### src/rtl/seq_lock_ctrl.sv
// Code-lock controller: serialises an accepted code MSB-first into an external Mealy detector and reports unlock/fail.
// Optional lockout after MAX_FAIL consecutive failures is enabled by defining SEQ_LOCK_LOCKOUT_EN.
module seq_lock_ctrl #(
  parameter int CODE_W      = 4,
  parameter int MAX_FAIL    = 3,
  parameter int LOCK_CYCLES = 16
) (
  input  logic                            clk,
  input  logic                            reset,
  input  logic                            code_valid,
  input  logic [CODE_W-1:0]               code,
  output logic                            code_ready,
  output logic                            det_x,
  output logic                            det_reset,
  input  logic                            det_y,
  output logic                            unlock,
  output logic                            fail,
  output logic [$clog2(MAX_FAIL+1)-1:0]   fail_cnt,
  output logic                            locked,
  output logic [2:0]                      dbg_state
);

  localparam int FW = $clog2(MAX_FAIL + 1);
  localparam int IW = $clog2(CODE_W);
  localparam int TW = $clog2(LOCK_CYCLES + 1);

  typedef enum logic [2:0] {IDLE, CLR, SHIFT, RESULT, LOCKOUT} state_t;

  state_t            state;
  logic [CODE_W-1:0] sh;
  logic [IW-1:0]     idx;
  logic [TW-1:0]     timer;

`ifdef SEQ_LOCK_LOCKOUT_EN
  localparam bit LOCKOUT_EN = 1'b1;
  assign locked = (state == LOCKOUT);
`else
  localparam bit LOCKOUT_EN = 1'b0;
  assign locked = 1'b0;
`endif

  assign dbg_state = state;

  // Handshake: a code transfers on a rising edge where code_valid and code_ready are both 1;
  // code_ready is high only in IDLE, so code_valid is ignored at all other times.
  always_ff @(posedge clk) begin
    if (reset) begin
      state      <= IDLE;
      sh         <= '0;
      idx        <= '0;
      timer      <= '0;
      fail_cnt   <= '0;
      code_ready <= 1'b1;
      det_reset  <= 1'b1;
      det_x      <= 1'b0;
      unlock     <= 1'b0;
      fail       <= 1'b0;
    end else begin
      unlock <= 1'b0;
      fail   <= 1'b0;
      case (state)
        IDLE: begin
          if (code_valid) begin
            sh         <= code;
            code_ready <= 1'b0;
            state      <= CLR;
          end
        end
        CLR: begin
          // det_x is registered, so the first bit is loaded one cycle ahead of SHIFT.
          det_reset <= 1'b0;
          det_x     <= sh[CODE_W-1];
          sh        <= sh << 1;
          idx       <= '0;
          state     <= SHIFT;
        end
        SHIFT: begin
          if (idx == IW'(CODE_W - 1)) begin
            det_reset <= 1'b1;
            det_x     <= 1'b0;
            unlock    <= det_y;
            fail      <= ~det_y;
            if (det_y)
              fail_cnt <= '0;
            else if (fail_cnt != FW'(MAX_FAIL))
              fail_cnt <= fail_cnt + FW'(1);
            state <= RESULT;
          end else begin
            det_x <= sh[CODE_W-1];
            sh    <= sh << 1;
            idx   <= idx + IW'(1);
          end
        end
        RESULT: begin
          if (LOCKOUT_EN && fail && (fail_cnt == FW'(MAX_FAIL))) begin
            timer <= TW'(LOCK_CYCLES - 1);
            state <= LOCKOUT;
          end else begin
            code_ready <= 1'b1;
            state      <= IDLE;
          end
        end
        LOCKOUT: begin
          if (timer == '0) begin
            fail_cnt   <= '0;
            code_ready <= 1'b1;
            state      <= IDLE;
          end else begin
            timer <= timer - TW'(1);
          end
        end
        default: begin
          code_ready <= 1'b1;
          det_reset  <= 1'b1;
          det_x      <= 1'b0;
          state      <= IDLE;
        end
      endcase
    end
  end

endmodule

### config.mk
export PLATFORM = sky130hd
export DESIGN_NAME = seq_lock_ctrl
export DESIGN_NICKNAME = d
export VERILOG_FILES = /design/src/rtl/seq_lock_ctrl.sv
export SDC_FILE = /design/constraint.sdc
export NUM_CORES = 1
export LEC_CHECK = 0
export CAP_MARGIN = 5
export CELL_PAD_IN_SITES_DETAIL_PLACEMENT = 0
export CELL_PAD_IN_SITES_GLOBAL_PLACEMENT = 1
export CORE_ASPECT_RATIO = 1.4
export CORE_UTILIZATION = 40
export CTS_BUF_LIST = sky130_fd_sc_hd__clkbuf_8
export CTS_CLUSTER_SIZE = 8
export DETAILED_ROUTE_END_ITERATION = 8
export PLACE_DENSITY_LB_ADDON = 0.25
export SETUP_SLACK_MARGIN = 0.2
export SYNTH_ARGS = -nofsm -noshare
export SYNTH_HDL_FRONTEND = slang
export SYNTH_SLANG_ARGS = --single-unit
### constraint.sdc
create_clock -name clk -period 4 [get_ports clk]
set_input_delay 0.4 -clock clk [delete_from_list [all_inputs] [get_ports clk]]
set_output_delay 0.4 -clock clk [all_outputs]
set_load 0.05 [all_outputs]
==> impl_metrics.csv <==
group,metric,value,unit
routing,wl,1430,um
synth,synth_top_family_by_area,"simple AND/OR/NAND/NOR gates",
place,dp_hpwl,1040,um
clock_network,clock_path_buffers,2,
status,status,"finished clean",
synth,synthSimpleGateAreaFrac,0.215,
cells_and_area,utilization,0.551,
timing,slew_headroom,0.604,
synth,synth_cells,85,
die,dieHeight,54.7,um
cells_and_area,n_antenna_cell,0,
routing,wl_per_cell,11.9,um
synth,synth_area,792,um2
timing,setup_viol,0,
die,die_w,39.6,um
clock_network,cts_max_level,1,
power_and_ir_drop,p_leak,0.415,nW
grt,grt_pass1_wl,2280,um
grt,grt_max_degree,18,
timing,tns,0,ps
critical_path,required,3600,ps
clock_network,root_buffer,"clkbuf_8",
power_and_ir_drop,power,0.709,mW
cells_and_area,drive_gt1_frac,0.0900,
timing,rsz0062_at_grt,"no",
timing,fmax,515,MHz
routing,drt_first_pass_iters,4,
routing,drc,0,
synth,syn_avg_cell_area,9.32,um2
timing,min_period,1940,ps
routing,num_vias,641,
synth,yosys.area_share.xor_xnor,0,
cells_and_area,seqCellArea,300,um2
cells_and_area,layout_common_cells,"clkdlybuf4s50_1 (16), dfxtp_1 (15), a21oi_1 (9)",
timing,worstMarginPinSlew,593,ps
critical_path,crit_type,"flop to output port",
grt,grt_usage,0.158,
clock_network,postCtsSetupRepairBufs,0,
timing,skew,3.12,ps
die,die_area,2160,um2
critical_path,critical_path_buf_inv_count,1,
critical_path,crit_chain,"clkdlybuf4s50_1",
cells_and_area,nets,117,
flow_run,maxCapViolCount,0,
place,placed_cells,116,
timing,final-hold-violation-count,0,
power_and_ir_drop,ir_drop,0.411,mV
synth,synth.area.mux_share,0.0648,
cells_and_area,design_area,993,um2
critical_path,cp.arrival,1540,ps
routing,met2WireLength,695,um
synth,synth_top_cell_by_area,"dfxtp_1",
die,start_util,0.440,
cells_and_area,multi_input_area,454,um2
cells_and_area,final_cells,120,
routing,wl_met3,43,um
place,placement.cell_area,947,um2
clock_network,cts_resized,0,
cells_and_area,areaGrowthSynthToFinish,25.4,%
grt,overflow,0,
routing,postRouteAntennaNets,0,
grt,antenna_found_initial,0,
synth,synth_warnings,0,
timing,final.period_utilization,0.486,
clock_network,cts_buffers,3,
synth,ys_ff_latch,15,
critical_path,crit_fanout,7,
synth,yosys-top-cells-area,"dfxtp_1 (38%), ha_1 (13%), a21oi_1 (5.7%), mux2i_1 (5.1%), nand2b_1 (3.9%)",
critical_path,slowest_delay,850,ps
synth,synth-edff-count,0,
routing,via_per_inst,5.34,
routing,top_layer,"met4",
clock_network,cts.sinks,15,
grt,grt_pass1_vias,575,
power_and_ir_drop,powerDensity,713,nW/um2
synth,ys.flop_type,"dfxtp_1",
die,rows,18,
synth,synthArstFlopShare,0,
clock_network,tritoncts,"built",
synth,ys_types,32,
synth,synth-adder-area-share,0.126,
routing,drt_iter0_markers,10,
cells_and_area,fillerInstances,180,
timing,slew_violations,0,
place,portBuffers,16,
critical_path,critPathTopFamily,"buffers and inverters",
die,coreArea,1800,um2
cells_and_area,final_common_cell,"clkdlybuf4s50_1",
die,pin_count,19,
clock_network,clk_latency,250,ps
critical_path,worstSetupStartpointType,"flop",
clock_network,hold_buffers,0,
place,gp_congestion,0.741,
synth,synth_seq_area_share,0.379,
clock_network,cts.clk_slew.worst_paths,60,ps
critical_path,crit_path_top_delay_cell,"clkdlybuf4s50_1",
worst_hold_path,hold_class,"flop to flop",
synth,synth_top_area_frac,0.379,
critical_path,end_kind,"output port",
routing,wl_met1,650,um
synth,synth_compound_area_frac,0.158,
-- metrics by stage --
stage | hold WS, ps | worst slack [ps]
5_1_grt | 492 | 1970
3_5_place_dp | 467 | 2100
2_1_floorplan | 444 | 2000
6_report | 472 | 2060
4_1_cts | 480 | 2060
3_3_place_gp | 448 | 2130
-- Yosys cell counts (all sizes together) (2+ instances only) --
cell type and n:
dfxtp 15, a21oi 9, ha 8, o21ai 6, buf 5, nand2b 5
mux2i 4, nor2 3, or3 3, and2b 2, inv 2, nand2 2
nand3b 2, nor2b 2, nor3 2
-- report_power, final --
part	leakage (nW)	internal [mW]	switching, mW	total, mW
Clock	0.0255	0.0691	0.0548	0.124
Combinational	0.268	0.156	0.213	0.369
Sequential	0.122	0.186	0.0302	0.216
-- flip-flops by register name, indices dropped and copies added (netlist names) --
register / flops
code_ready: 1
idx: 2
dbg_state: 2
det_reset: 1
fail: 1
fail_cnt: 2
sh: 4
det_x: 1
unlock: 1
-- final cells by class --
class	instances	area share
inverter	2	0.00756
sequential	15	0.302
multi-input combinational	63	0.457
clock buffer	3	0.0416
tap	20	0.0252
timing repair buffer	16	0.161
clock inverter	1	0.00504
-- metal layers --
layer / vias up / GRT usage
met5: - / 0
met4: 0 / 0.121
met3: 5 / 0.0244
met2: 17 / 0.279
met1: 296 / 0.158
li1: 323 / -
-- path summary, 6_finish.rpt --
path	from	end	cells after the start	slack (ps)
setup / recovery	dbg_state[1]$_SDFFE_PP0P_	dbg_state[1]	1	2060
hold / removal	det_x$_SDFFE_PP0N_	det_x$_SDFFE_PP0N_	2	470
setup reg to reg	dbg_state[0]$_SDFFE_PP0P_	sh[0]$_SDFFE_PP0P_	4	2160
hold reg to reg	det_x$_SDFFE_PP0N_	det_x$_SDFFE_PP0N_	2	470
-- cells by family (layout without fill, tap and decap cells) --
family | Yosys count | in the layout
buffers and inverters | 8 | 22
AOI/OAI and AO/OA | 21 | 21
muxes | 5 | 5
other | 1 | 2
and+or+nand+nor | 27 | 27
adders and majority gates | 8 | 8
DFF | 15 | 15
Note: power is estimated with default switching activity, not from simulation.
